--- src/rtl/bp_stall_profile_ctrl.sv ---
// Sequencer for the per-core stall-reason counter bank: gates the counting
// window, clears the bank, and streams every count plus elapsed cycles to the host.
module bp_stall_profile_ctrl #(
  parameter int num_reasons_p  = 24,
  parameter int cnt_width_p    = 32,
  parameter int window_width_p = 32,
  parameter int addr_width_lp  = ($clog2(num_reasons_p + 1) < 1) ? 1 : $clog2(num_reasons_p + 1)
) (
  input  logic                      clk_i,
  input  logic                      reset_i,
  input  logic                      cmd_v_i,
  input  logic [1:0]                cmd_i,
  output logic                      cmd_ready_o,
  input  logic [window_width_p-1:0] window_len_i,
  output logic                      count_en_o,
  output logic                      clear_o,
  output logic [addr_width_lp-1:0]  rd_addr_o,
  input  logic [cnt_width_p-1:0]    rd_data_i,
  output logic                      data_v_o,
  output logic [addr_width_lp-1:0]  data_id_o,
  output logic [cnt_width_p-1:0]    data_o,
  input  logic                      data_ready_i,
  output logic                      done_o
);

  localparam logic [2:0] IDLE     = 3'd0;
  localparam logic [2:0] RUN      = 3'd1;
  localparam logic [2:0] CLEAR    = 3'd2;
  localparam logic [2:0] DUMP_RD  = 3'd3;
  localparam logic [2:0] DUMP_OUT = 3'd4;

  localparam logic [1:0] CMD_START = 2'd0;
  localparam logic [1:0] CMD_STOP  = 2'd1;
  localparam logic [1:0] CMD_CLEAR = 2'd2;
  localparam logic [1:0] CMD_DUMP  = 2'd3;

  localparam logic [addr_width_lp-1:0]  last_idx_lp = addr_width_lp'(num_reasons_p);
  localparam logic [window_width_p-1:0] win_one_lp  = window_width_p'(1);

  logic [2:0]                state;
  logic [window_width_p-1:0] window;
  logic [window_width_p-1:0] elapsed;
  logic [addr_width_lp-1:0]  index;
  logic [addr_width_lp-1:0]  rd_addr;
  logic [cnt_width_p-1:0]    hold;
  logic                      out_first;
  logic                      clear_r;
  logic                      done_r;
  logic                      cmd_fire;
  logic                      last_word;

  function automatic logic [window_width_p-1:0] sat_inc(input logic [window_width_p-1:0] v);
    sat_inc = (&v) ? v : v + win_one_lp;
  endfunction

  function automatic logic [cnt_width_p-1:0] fit_cnt(input logic [window_width_p-1:0] v);
    fit_cnt = cnt_width_p'(v);
  endfunction

  assign cmd_ready_o = (state == IDLE) || (state == RUN);
  assign cmd_fire    = cmd_v_i && cmd_ready_o;
  assign last_word   = (index == last_idx_lp);
  assign count_en_o  = (state == RUN);
  assign clear_o     = clear_r;
  assign done_o      = done_r;
  assign rd_addr_o   = rd_addr;
  assign data_v_o    = (state == DUMP_OUT);
  assign data_id_o   = index;

  // Bank data arrives in the first DUMP_OUT cycle; afterwards the captured copy is shown.
  always_comb begin
    data_o = '0;
    if (state == DUMP_OUT) begin
      if (last_word)      data_o = fit_cnt(elapsed);
      else if (out_first) data_o = rd_data_i;
      else                data_o = hold;
    end
  end

  always_ff @(posedge clk_i or posedge reset_i) begin
    if (reset_i) begin
      state     <= IDLE;
      window    <= '0;
      elapsed   <= '0;
      index     <= '0;
      rd_addr   <= '0;
      hold      <= '0;
      out_first <= 1'b0;
      clear_r   <= 1'b0;
      done_r    <= 1'b0;
    end else begin
      clear_r   <= 1'b0;
      done_r    <= 1'b0;
      out_first <= 1'b0;
      case (state)
        IDLE: begin
          if (cmd_fire) begin
            case (cmd_i)
              CMD_START: begin
                window <= window_len_i;
                state  <= RUN;
              end
              CMD_CLEAR: begin
                clear_r <= 1'b1;
                elapsed <= '0;
                state   <= CLEAR;
              end
              CMD_DUMP: begin
                index   <= '0;
                rd_addr <= '0;
                state   <= DUMP_RD;
              end
              default: ;
            endcase
          end
        end
        RUN: begin
          elapsed <= sat_inc(elapsed);
          if (window != '0) window <= window - win_one_lp;
          // An accepted command takes priority over window expiry.
          if (cmd_fire) begin
            case (cmd_i)
              CMD_START: window <= window_len_i;
              CMD_STOP:  state  <= IDLE;
              CMD_CLEAR: begin
                clear_r <= 1'b1;
                elapsed <= '0;
              end
              default: begin
                index   <= '0;
                rd_addr <= '0;
                state   <= DUMP_RD;
              end
            endcase
          end else if (window == win_one_lp) begin
            index   <= '0;
            rd_addr <= '0;
            state   <= DUMP_RD;
          end
        end
        CLEAR: state <= IDLE;
        DUMP_RD: begin
          out_first <= 1'b1;
          state     <= DUMP_OUT;
        end
        DUMP_OUT: begin
          if (out_first) hold <= rd_data_i;
          if (data_ready_i) begin
            if (last_word) begin
              done_r <= 1'b1;
              state  <= IDLE;
            end else begin
              index   <= index + addr_width_lp'(1);
              rd_addr <= index + addr_width_lp'(1);
              state   <= DUMP_RD;
            end
          end
        end
        default: state <= IDLE;
      endcase
    end
  end

endmodule
--- config.mk ---
export PLATFORM = sky130hd
export DESIGN_NAME = bp_stall_profile_ctrl
export DESIGN_NICKNAME = d
export VERILOG_FILES = /design/src/rtl/bp_stall_profile_ctrl.sv
export SDC_FILE = /design/constraint.sdc
export NUM_CORES = 1
export LEC_CHECK = 0
export ABC_AREA = 1
export CAP_MARGIN = 20
export CORE_MARGIN = 10
export CORE_UTILIZATION = 45
export DETAILED_ROUTE_END_ITERATION = 10
export PLACE_DENSITY = 0.66
export SYNTH_ARGS = -nofsm -noshare
export SYNTH_HDL_FRONTEND = slang
export SYNTH_SLANG_ARGS = --single-unit
--- constraint.sdc ---
create_clock -name clk_i -period 5 [get_ports clk_i]
set_clock_uncertainty 0.2 [all_clocks]
set_input_delay 1.25 -clock clk_i [delete_from_list [all_inputs] [get_ports clk_i]]
set_output_delay 1.25 -clock clk_i [all_outputs]
set_load 0.01 [all_outputs]
==> flow_summary.json, run 1 <==
{
  "status": "completed",
  "synth_mux_area_share_pct": 0,
  "synth_seq_cells": 107,
  "slowest_stage": "clkdlybuf4s50_1",
  "drc": 0,
  "io_pins": 117,
  "rsz0062_at_grt": "false",
  "critPathRequiredTime_ns": 3.55,
  "syn-num-nets": 1315,
  "dp_cells": 1537,
  "gp_congestion": 0.934,
  "htreeDepth": 3,
  "final_antenna_net_count": 0,
  "period_minus_slack_ns": 4.30,
  "fin_tns_setup_ns": 0,
  "synth_top_family_by_area": "simple AND/OR/NAND/NOR gates",
  "antenna_found_initial": 1,
  "path_class": "in -> out",
  "ys.flop_type": "dfrtp_1",
  "numPortBuffers": 116,
  "syn_area_sq_um": 7900,
  "final_cells": 1555,
  "setup_viol": 0,
  "synth_cell_types": 37,
  "r2r_slack_ns": 2.27,
  "dieArea_sq_um": 23300,
  "dr.pass1.iters": 5,
  "drtIter0Drc": 539,
  "start_util_pct": 45.8,
  "grtUsageMet2_pct": 35.5,
  "cts.path.max_buffers": 2,
  "p_per_area_nw_per_um2": 454,
  "seq_area_frac_synth_pct": 33.9,
  "synth-async-reset-ratio_pct": 100,
  "cts_made_buffers": 9,
  "yosysTopAreaCell": "dfrtp_1",
  "clock_latency_ns": 0.37,
  "dp_hpwl_um": 18700,
  "p_leak_nw": 4.27,
  "maxSlewViolCount": 0,
  "gr-max-usage-layer": "met2",
  "dieWidth_um": 152,
  "die_h_um": 152,
  "final_core_util_pct": 54.8,
  "synth_top_cells_by_area": "dfrtp_1 (34%), nand2_1 (20%), o21ai_0 (6.8%), nor2_1 (6.6%), nand3_1 (6.0%)",
  "synth_compound_area_share_pct": 10.9,
  "synth_most_common_cell": "nand2_1",
  "grt.met3_usage_pct": 3.25,
  "cts_hold_buf": 0,
  "synth-edff-count": 0,
  "yosysTopAreaCellShare_pct": 33.9,
  "worstSetupEndpointType": "output port",
  "worst_pin_slew_ns": 1.03,
  "synthXorXnorAreaFrac_pct": 3.33,
  "critPathLaunchType": "primary input",
  "yosys_warnings": 0,
  "grt-ovfl-total": 0,
  "drv_cap": 0,
  "arrival_ns": 2.85,
  "grt_max_degree": 65,
  "track_usage_pct": 20.5,
  "syn_to_final_growth_pct": 19.6,
  "crit_chain": "clkdlybuf4s50_1 -> nand2_1 -> o21ai_0 -> nand3_1 -> o21ai_0 -> clkdlybuf4s50_1",
  "max_slew_margin_pct": 31.5,
  "final-hold-violation-count": 0,
  "clock-root-buffer": "clkbuf_16",
  "clock.fmax_mhz": 233,
  "post_cts_resized": 0,
  "cp_num_buf_inv": 2,
  "core_area_sq_um": 17200,
  "post_cts_buffers": 0,
  "synth-simple-area-share_pct": 41.1,
  "cts_tree": "yes",
  "rows": 48,
  "synthAdderAreaFrac_pct": 0.950,
  "cp_top_family": "buffers and inverters",
  "path_clk_slew_ns": 0.07,
  "hold_path.class": "reg -> reg",
  "fin_crit_sh_pct": 86.0,
  "crit_path_max_incr_delay_ns": 0.59,
  "grt_pass1_wl_um": 39500,
  "ir_worst_vdd_mv": 0.218,
  "routed_wl_um": 24400,
  "grtUsageMet1_pct": 25.0,
  "path_max_fanout": 2,
  "syn-mean-instance-area_sq_um": 6.38,
  "holdWs_ns": 0.337,
  "vias_per_cell": 5.16,
  "wl_per_cell_um": 15.7,
  "synth_common_cells": "nand2_1 (425), nor2_1 (138), inv_1 (121)",
  "first_global_vias": 7597,
  "fin_nets": 1399,
  "cts.sinks": 107,
  "vias": 8017,
  "postSynthCellCount": 1239,
  "layout-drive-gt1-share_pct": 5.80
}
[through the flow]
step / setup WS (ns) / power (W) / cell area, sq um
after floorplan: 0.733 / 0.00300 / 7900
after global placement: 0.706 / 0.00357 / 9160
after detailed placement: 0.697 / 0.00360 / 9160
after CTS: 0.695 / 0.00431 / 9450
after global routing: 0.563 / 0.00468 / 9450
final: 0.699 / 0.00429 / 9450
[cells by family (layout without fill, tap and decap cells)]
group | count (synthesis) | in the layout
DFF | 107 | 107
other | 0 | 2
buffers and inverters | 186 | 275
adders and majority gates | 6 | 6
and+or+nand+nor | 753 | 753
AOI/OAI and AO/OA | 157 | 157
xor gates and xnor gates | 30 | 30
[registers in the layout (all words and copies together) (netlist names)]
signal,cells
elapsed,32
hold,32
window,32
rd_addr_o,5
state,3
clear_o,1
done_o,1
out_first,1
[worst paths after layout]
| path | startpoint | cells past startpoint | endpoint |
|---|---|---|---|
| min in group asynchronous | reset_i | 2 | hold[17] |
| setup reg to reg | state[1] | 9 | window[0] |
| setup / recovery | rd_data_i[7] | 6 | data_o[7] |
| hold reg to reg | hold[17] | 2 | hold[17] |
| max in group asynchronous | reset_i | 3 | elapsed[7] |
| hold / removal | hold[17] | 2 | hold[17] |
[routing by layer]
metal  vias to the layer above  wire length (um)
met3                        32              1230
met2                       228             12000
met1                      3674             10600
li1                       4083                 -
met5                         -                 0
met4                         0               640
[layout make-up]
cell class	count	area (sq um)
diodes	2	5.00
clock buffers	13	260
clock inverters	3	21.3
fillers	1720	7790
inverters	132	499
multi-input cells	946	4450
flip-flops and latches	107	2680
well taps	225	282
repair buffers	127	1260
[cell usage in the layout, fill, tap and decap left out, types with 10 or more instances in the layout]
cell             instances
buf_4                   10
clkdlybuf4s50_1        116
dfrtp_1                106
inv_1                  120
inv_2                   10
nand2_1                425
nand3_1                 94
nand4_1                 24
nor2_1                 138
nor2_2                  12
nor3_1                  13
o211ai_1                17
o21ai_0                108
o21ai_1                 14
or2_1                   22
xor2_1                  27
[power breakdown]
part | switching (W) | internal, W | total, W
clock | 0.000339 | 0.000367 | 0.000706
sequential | 0.000314 | 0.00118 | 0.00150
combinational | 0.00135 | 0.000736 | 0.00209
total | 0.00200 | 0.00229 | 0.00429
[worst reg2reg max path: cells and delay by family (launching register included)]
kind | cells | cell delay [ns]
simple gates | 4 | 0.70
flops | 1 | 0.42
compound gates | 2 | 0.30
buf+inv | 3 | 1.05
Power figures use the tool's default switching activity.
==> run 2: changes to the inputs <==
CORE_UTILIZATION = 56   (was 45)
PLACE_DENSITY = 0.8   (was 0.66)
==> run 2 against run 1 <==
  * Register-to-register slack about the same
  * Setup slack got worse by 0.22 ns
  * Clock power increased by 9.8%
  * Critical path depth increased by 1
  * Hold slack got worse by 0.0019 ns
  * First-iteration DRC count increased by 2.8%
  * Die area decreased by 17%
  * Fmax decreased by 4.9%
  * Sequential share of layout area about the same
==> flow_summary.json, run 2 (synthesized netlist as in run 1, its figures left out) <==
{
  "post_cts_resized": 0,
  "track_usage_pct": 23.9,
  "worst_pin_slew_ns": 1.04,
  "wl_per_cell_um": 15.8,
  "htreeDepth": 3,
  "slowest_stage": "clkdlybuf4s50_1",
  "crit_path_max_incr_delay_ns": 0.62,
  "fin_nets": 1400,
  "core_area_sq_um": 13800,
  "cts_made_buffers": 9,
  "ir_worst_vdd_mv": 0.252,
  "final_antenna_net_count": 0,
  "grt.met3_usage_pct": 4.38,
  "fin_tns_setup_ns": 0,
  "n_antenna_cell": 0,
  "place_area_sq_um": 9110,
  "num-fill-cells": 1285,
  "cts.path.max_buffers": 2,
  "layout-drive-gt1-share_pct": 5.94,
  "report.power.total_w": 0.00437,
  "rows": 43,
  "cts.sinks": 107,
  "drv_cap": 0,
  "gp_congestion": 1.01,
  "final_cell_mix": "nand2_1 (425), nor2_1 (138), inv_1 (120), clkdlybuf4s50_1 (116), o21ai_0 (108)",
  "vias_per_cell": 5.41,
  "post-place-ws_ns": 0.697,
  "vias": 8158,
  "p_leak_nw": 4.30,
  "path_common_cell": "inv_1",
  "grtUsageMet2_pct": 41.4,
  "crit_chain": "inv_1 -> ha_1 -> nand4_1 -> nor2_1 -> inv_1 -> o21ai_0 -> clkdlybuf4s50_1",
  "io_pins": 117,
  "reg_top3": "elapsed: 32 flops, hold: 32 flops, window: 32 flops",
  "maxSlewViolCount": 0,
  "dp_hpwl_um": 17900,
  "clock-root-buffer": "clkbuf_16",
  "worstSetupEndpointType": "output port",
  "arrival_ns": 3.07,
  "worst_slack_ns": 0.480,
  "critPathRequiredTime_ns": 3.55,
  "path_class": "reg -> out",
  "routed_wl_um": 23800,
  "max_slew_margin_pct": 30.3,
  "dieWidth_um": 139,
  "path_clk_slew_ns": 0.07,
  "drtIter0Drc": 554,
  "antenna_found_initial": 0,
  "period_minus_slack_ns": 4.52,
  "hold_path.class": "reg -> reg",
  "drc": 0,
  "final_common_cell": "nand2_1",
  "final-hold-violation-count": 0,
  "gr-max-usage-layer": "met2",
  "grt_pass1_wl_um": 38700,
  "p_per_area_nw_per_um2": 463,
  "setup_viol": 0,
  "clock.fmax_mhz": 221,
  "status": "completed",
  "cts_hold_buf": 0,
  "fin_crit_sh_pct": 90.4,
  "dieArea_sq_um": 19300,
  "grt-ovfl-total": 0,
  "post_cts_buffers": 0,
  "clock_latency_ns": 0.36,
  "path_max_fanout": 32,
  "first_global_vias": 7682,
  "numPortBuffers": 116,
  "die_h_um": 139,
  "critPathLaunchType": "flip-flop",
  "syn_to_final_growth_pct": 19.4,
  "start_util_pct": 57.1,
  "rsz0062_at_grt": "false",
  "finish.instance_area_sq_um": 9430,
  "cts_tree": "yes",
  "dr.pass1.iters": 5,
  "grt_max_degree": 65,
  "grtUsageMet1_pct": 29.0
}
## run 2: changes by cell type in the layout (fill, tap and decap cells not counted), sizes merged
cell,previous run,this run
diode,2,0
buf,11,12
clkinv,2,3
clkbuf,13,9
bufinv,0,1
inv,132,134
## run 2: report_power, final
part	switching, W	internal (W)
combinational	0.00139	0.000739
sequential	0.000283	0.00118
clock	0.000371	0.000403
total	0.00204	0.00233
## run 2: per-layer routing
| metal | wire length (um) | vias to the layer above |
|---|---|---|
| met1 | 10200 | 3739 |
| met2 | 11500 | 273 |
| met5 | 0 | - |
| met4 | 710 | 0 |
| li1 | - | 4100 |
| met3 | 1440 | 46 |
## run 2: path summary, 6_finish.rpt
path,cells past startpoint,slack [ns],endpoint,from
max,7,0.48,data_o[6],rd_addr_o[0]
min in group asynchronous,2,1.18,hold[5],reset_i
min reg2reg,2,0.34,hold[24],hold[24]
max reg2reg,9,2.26,window[0],state[1]
min,2,0.34,hold[24],hold[24]
max in group asynchronous,3,2.68,rd_addr_o[4],reset_i
## run 2: layout make-up
cell class                      count  area, sq um  share of cell area [%]
Inverter                          132          499                    5.29
Sequential cell                   107         2680                    28.4
Tap cell                          180          225                    2.39
Multi-Input combinational cell    946         4450                    47.2
Clock inverter                      7         93.8                   0.995
Timing Repair Buffer              128         1260                    13.4
Clock buffer                        9          225                    2.39
## run 2: metrics by stage
step                      hold slack (ns)  instances  utilization [%]
after global routing                0.357       1509             68.2
after detailed placement            0.318       1493             65.9
final                               0.335       1509             68.2
after global placement              0.313       1493             65.9
after CTS                           0.340       1509             68.2
after floorplan                     0.285       1239                -
## run 2: critical path, delay by kind of cell, from the launching register on
kind            cells  cell delay [ns]
compound gates      1             0.49
flops               1             0.46
simple gates        2             0.40
fa+ha+maj           1             0.14
buf+inv             3             1.21
==> run 3: changes to the inputs <==
ABC_AREA = not set   (was 1)
CORE_UTILIZATION = 53   (was 56)
PLACE_DENSITY = 0.79   (was 0.8)
RECOVER_POWER = 100   (was not set)
==> run 3 against run 2 <==
  * First-iteration DRC count grew 3.8%
  * Synthesized area shrank 19%
  * Total power shrank 30%
  * Non-clock buffer count grew 1
  * Setup slack gained 0.14 ns
  * Cell count shrank 38%
  * Critical endpoint is now data_o[24]
  * Largest power group is now registers
==> flow_summary.json, run 3 <==
{
  "combPwrFrac_pct": 34.9,
  "numPortBuffers": 116,
  "sequentialPowerShare_pct": 42.0,
  "synth_most_common_cell": "dfrtp_1",
  "p_leak_nw": 3.23,
  "final_cell_mix": "dfrtp_1 (106), nor2_1 (75), clkdlybuf4s50_1 (69), dlygate4sd3_1 (47), a211oi_1 (40)",
  "io_pins": 117,
  "startpoint": "state[0]",
  "final_common_cell": "dfrtp_1",
  "antenna_found_initial": 0,
  "cts_tree": "yes",
  "synth_seq_cells": 107,
  "critPathLaunchType": "flip-flop",
  "routed_wl_um": 17300,
  "cts_made_buffers": 9,
  "path_clk_slew_ns": 0.07,
  "seqCellArea_sq_um": 2680,
  "syn_area_sq_um": 6420,
  "worst_pin_slew_ns": 1.44,
  "dp_hpwl_um": 12300,
  "arrival_ns": 2.93,
  "syn_to_final_growth_pct": 23.1,
  "synth-edff-count": 0,
  "p_per_area_nw_per_um2": 387,
  "critPathRequiredTime_ns": 3.55,
  "reg_top3": "elapsed: 32 flops, hold: 32 flops, window: 32 flops",
  "ys.flop_type": "dfrtp_1",
  "swShare_pct": 37.6,
  "worstHoldStart": "hold[31]",
  "fin_nets": 859,
  "final_antenna_net_count": 0,
  "drc": 0,
  "grt-ovfl-total": 0,
  "first_global_vias": 5840,
  "yosysTopAreaCell": "dfrtp_1",
  "switchingPower_w": 0.00115,
  "postSynthCellCount": 693,
  "period_minus_slack_ns": 4.38,
  "num-fill-cells": 942,
  "dp_cells": 919,
  "final_core_util_pct": 66.1,
  "gp_congestion": 0.875,
  "vias": 5836,
  "drtIter0Drc": 575,
  "path_class": "reg -> out",
  "worstSetupEndpointType": "output port",
  "path_max_fanout": 37,
  "n_antenna_cell": 0,
  "p_int_w": 0.00191,
  "ir_worst_vdd_mv": 0.278,
  "seq_area_frac_synth_pct": 41.7,
  "max_slew_margin_pct": 4.18,
  "clockPowerShare_pct": 23.1,
  "synth_top_cells_by_area": "dfrtp_1 (42%), mux2_2 (6.0%), mux2i_1 (5.0%), a211oi_1 (4.7%), nor2_1 (4.4%)",
  "synth-async-reset-ratio_pct": 100,
  "syn-num-nets": 769,
  "maxSlewViolCount": 0,
  "cts_hold_buf": 0,
  "synth_cell_types": 60,
  "yosys_warnings": 0,
  "cts.sinks": 107,
  "wl_per_cell_um": 18.5,
  "syn-mean-instance-area_sq_um": 9.27,
  "rsz0062_at_grt": "false",
  "grt_max_degree": 77,
  "grt_pass1_wl_um": 29000,
  "dieWidth_um": 130,
  "rr_startpoint": "state[0]",
  "final_cells": 934,
  "core_area_sq_um": 12000,
  "die_h_um": 130,
  "htreeDepth": 3,
  "post_cts_buffers": 0,
  "dieArea_sq_um": 16900,
  "final-hold-violation-count": 0,
  "post_cts_resized": 0,
  "layout-drive-gt1-share_pct": 7.75,
  "track_usage_pct": 20.6,
  "status": "completed",
  "rows": 40,
  "drv_cap": 0,
  "clock-root-buffer": "clkbuf_16",
  "cts.path.max_buffers": 2,
  "vias_per_cell": 6.25,
  "fin_tns_setup_ns": 0,
  "start_util_pct": 53.7,
  "multi_input_area_sq_um": 3470,
  "clock_latency_ns": 0.35,
  "synth_common_cells": "dfrtp_1 (107), nor2_1 (75), a211oi_1 (40)",
  "clock.fmax_mhz": 228,
  "dr.pass1.iters": 6,
  "fin_crit_sh_pct": 87.7,
  "yosysTopAreaCellShare_pct": 41.7,
  "hold_path.class": "reg -> reg",
  "setup_viol": 0
}
-- run 3: kinds of logic after synthesis --
family	count (synthesis)	synth area share (%)
buffers and inverters	65	4.34
multiplexers	66	10.9
adder cells (fa/ha/maj)	6	1.17
XOR/XNOR	23	3.14
AO/OA/AOI/OAI	162	17.3
flip-flops	107	41.7
AND/OR/NAND/NOR	264	21.4
-- run 3: path summary, 6_finish.rpt --
kind | slack, ns | depth (start not counted) | end
min in group asynchronous | 1.39 | 2 | hold[29]
worst min-delay path | 0.30 | 1 | hold[31]
max in group asynchronous | 1.76 | 3 | elapsed[8]
worst max register to register | 0.73 | 6 | hold[25]
worst min register to register | 0.30 | 1 | hold[31]
worst max-delay path | 0.62 | 4 | data_o[24]
-- run 3: per-layer routing --
| layer | vias up | wire, um | GRT usage (%) |
|---|---|---|---|
| met4 | 0 | 172 | 5.62 |
| met2 | 214 | 8720 | 35.6 |
| li1 | 2778 | - | - |
| met5 | - | 0 | 0 |
| met3 | 13 | 1190 | 4.18 |
| met1 | 2831 | 7220 | 25.5 |
-- run 3: critical path, stage by stage, from the launching register on --
cell and delay (ns):
dfrtp_1 0.36, clkbuf_1 0.32, or3b_2 0.90, a211oi_1 0.35, dlygate4sd3_1 0.66
-- run 3: power by group through the flow --
stage	clock [W]	sequential, W	combinational (W)
4_1_cts	0.000714	0.00127	0.00109
3_3_place_gp	0	0.00127	0.00104
6_report	0.000706	0.00128	0.00107
2_1_floorplan	0	0.00121	0.000796
5_1_grt	0.000749	0.00131	0.00119
3_5_place_dp	0	0.00129	0.00108
-- run 3: area by class of cell --
cell class | instances | share of cell area [%]
multi-input combinational | 521 | 43.9
inverter | 15 | 0.744
sequential | 107 | 33.9
tap | 147 | 2.33
timing repair buffer | 129 | 15.6
clock inverter | 4 | 0.649
clock buffer | 11 | 2.94
-- run 3: per-stage QoR --
stage / setup WS (ns) / power (W) / hold WS, ns / cell area (sq um)
after global routing: 0.422 / 0.00325 / 0.333 / 7910
after floorplan: 0.733 / 0.00200 / 0.280 / 6420
after detailed placement: 0.793 / 0.00237 / 0.295 / 7650
final: 0.616 / 0.00306 / 0.305 / 7910
after CTS: 0.776 / 0.00307 / 0.311 / 7940
after global placement: 0.833 / 0.00231 / 0.288 / 7650
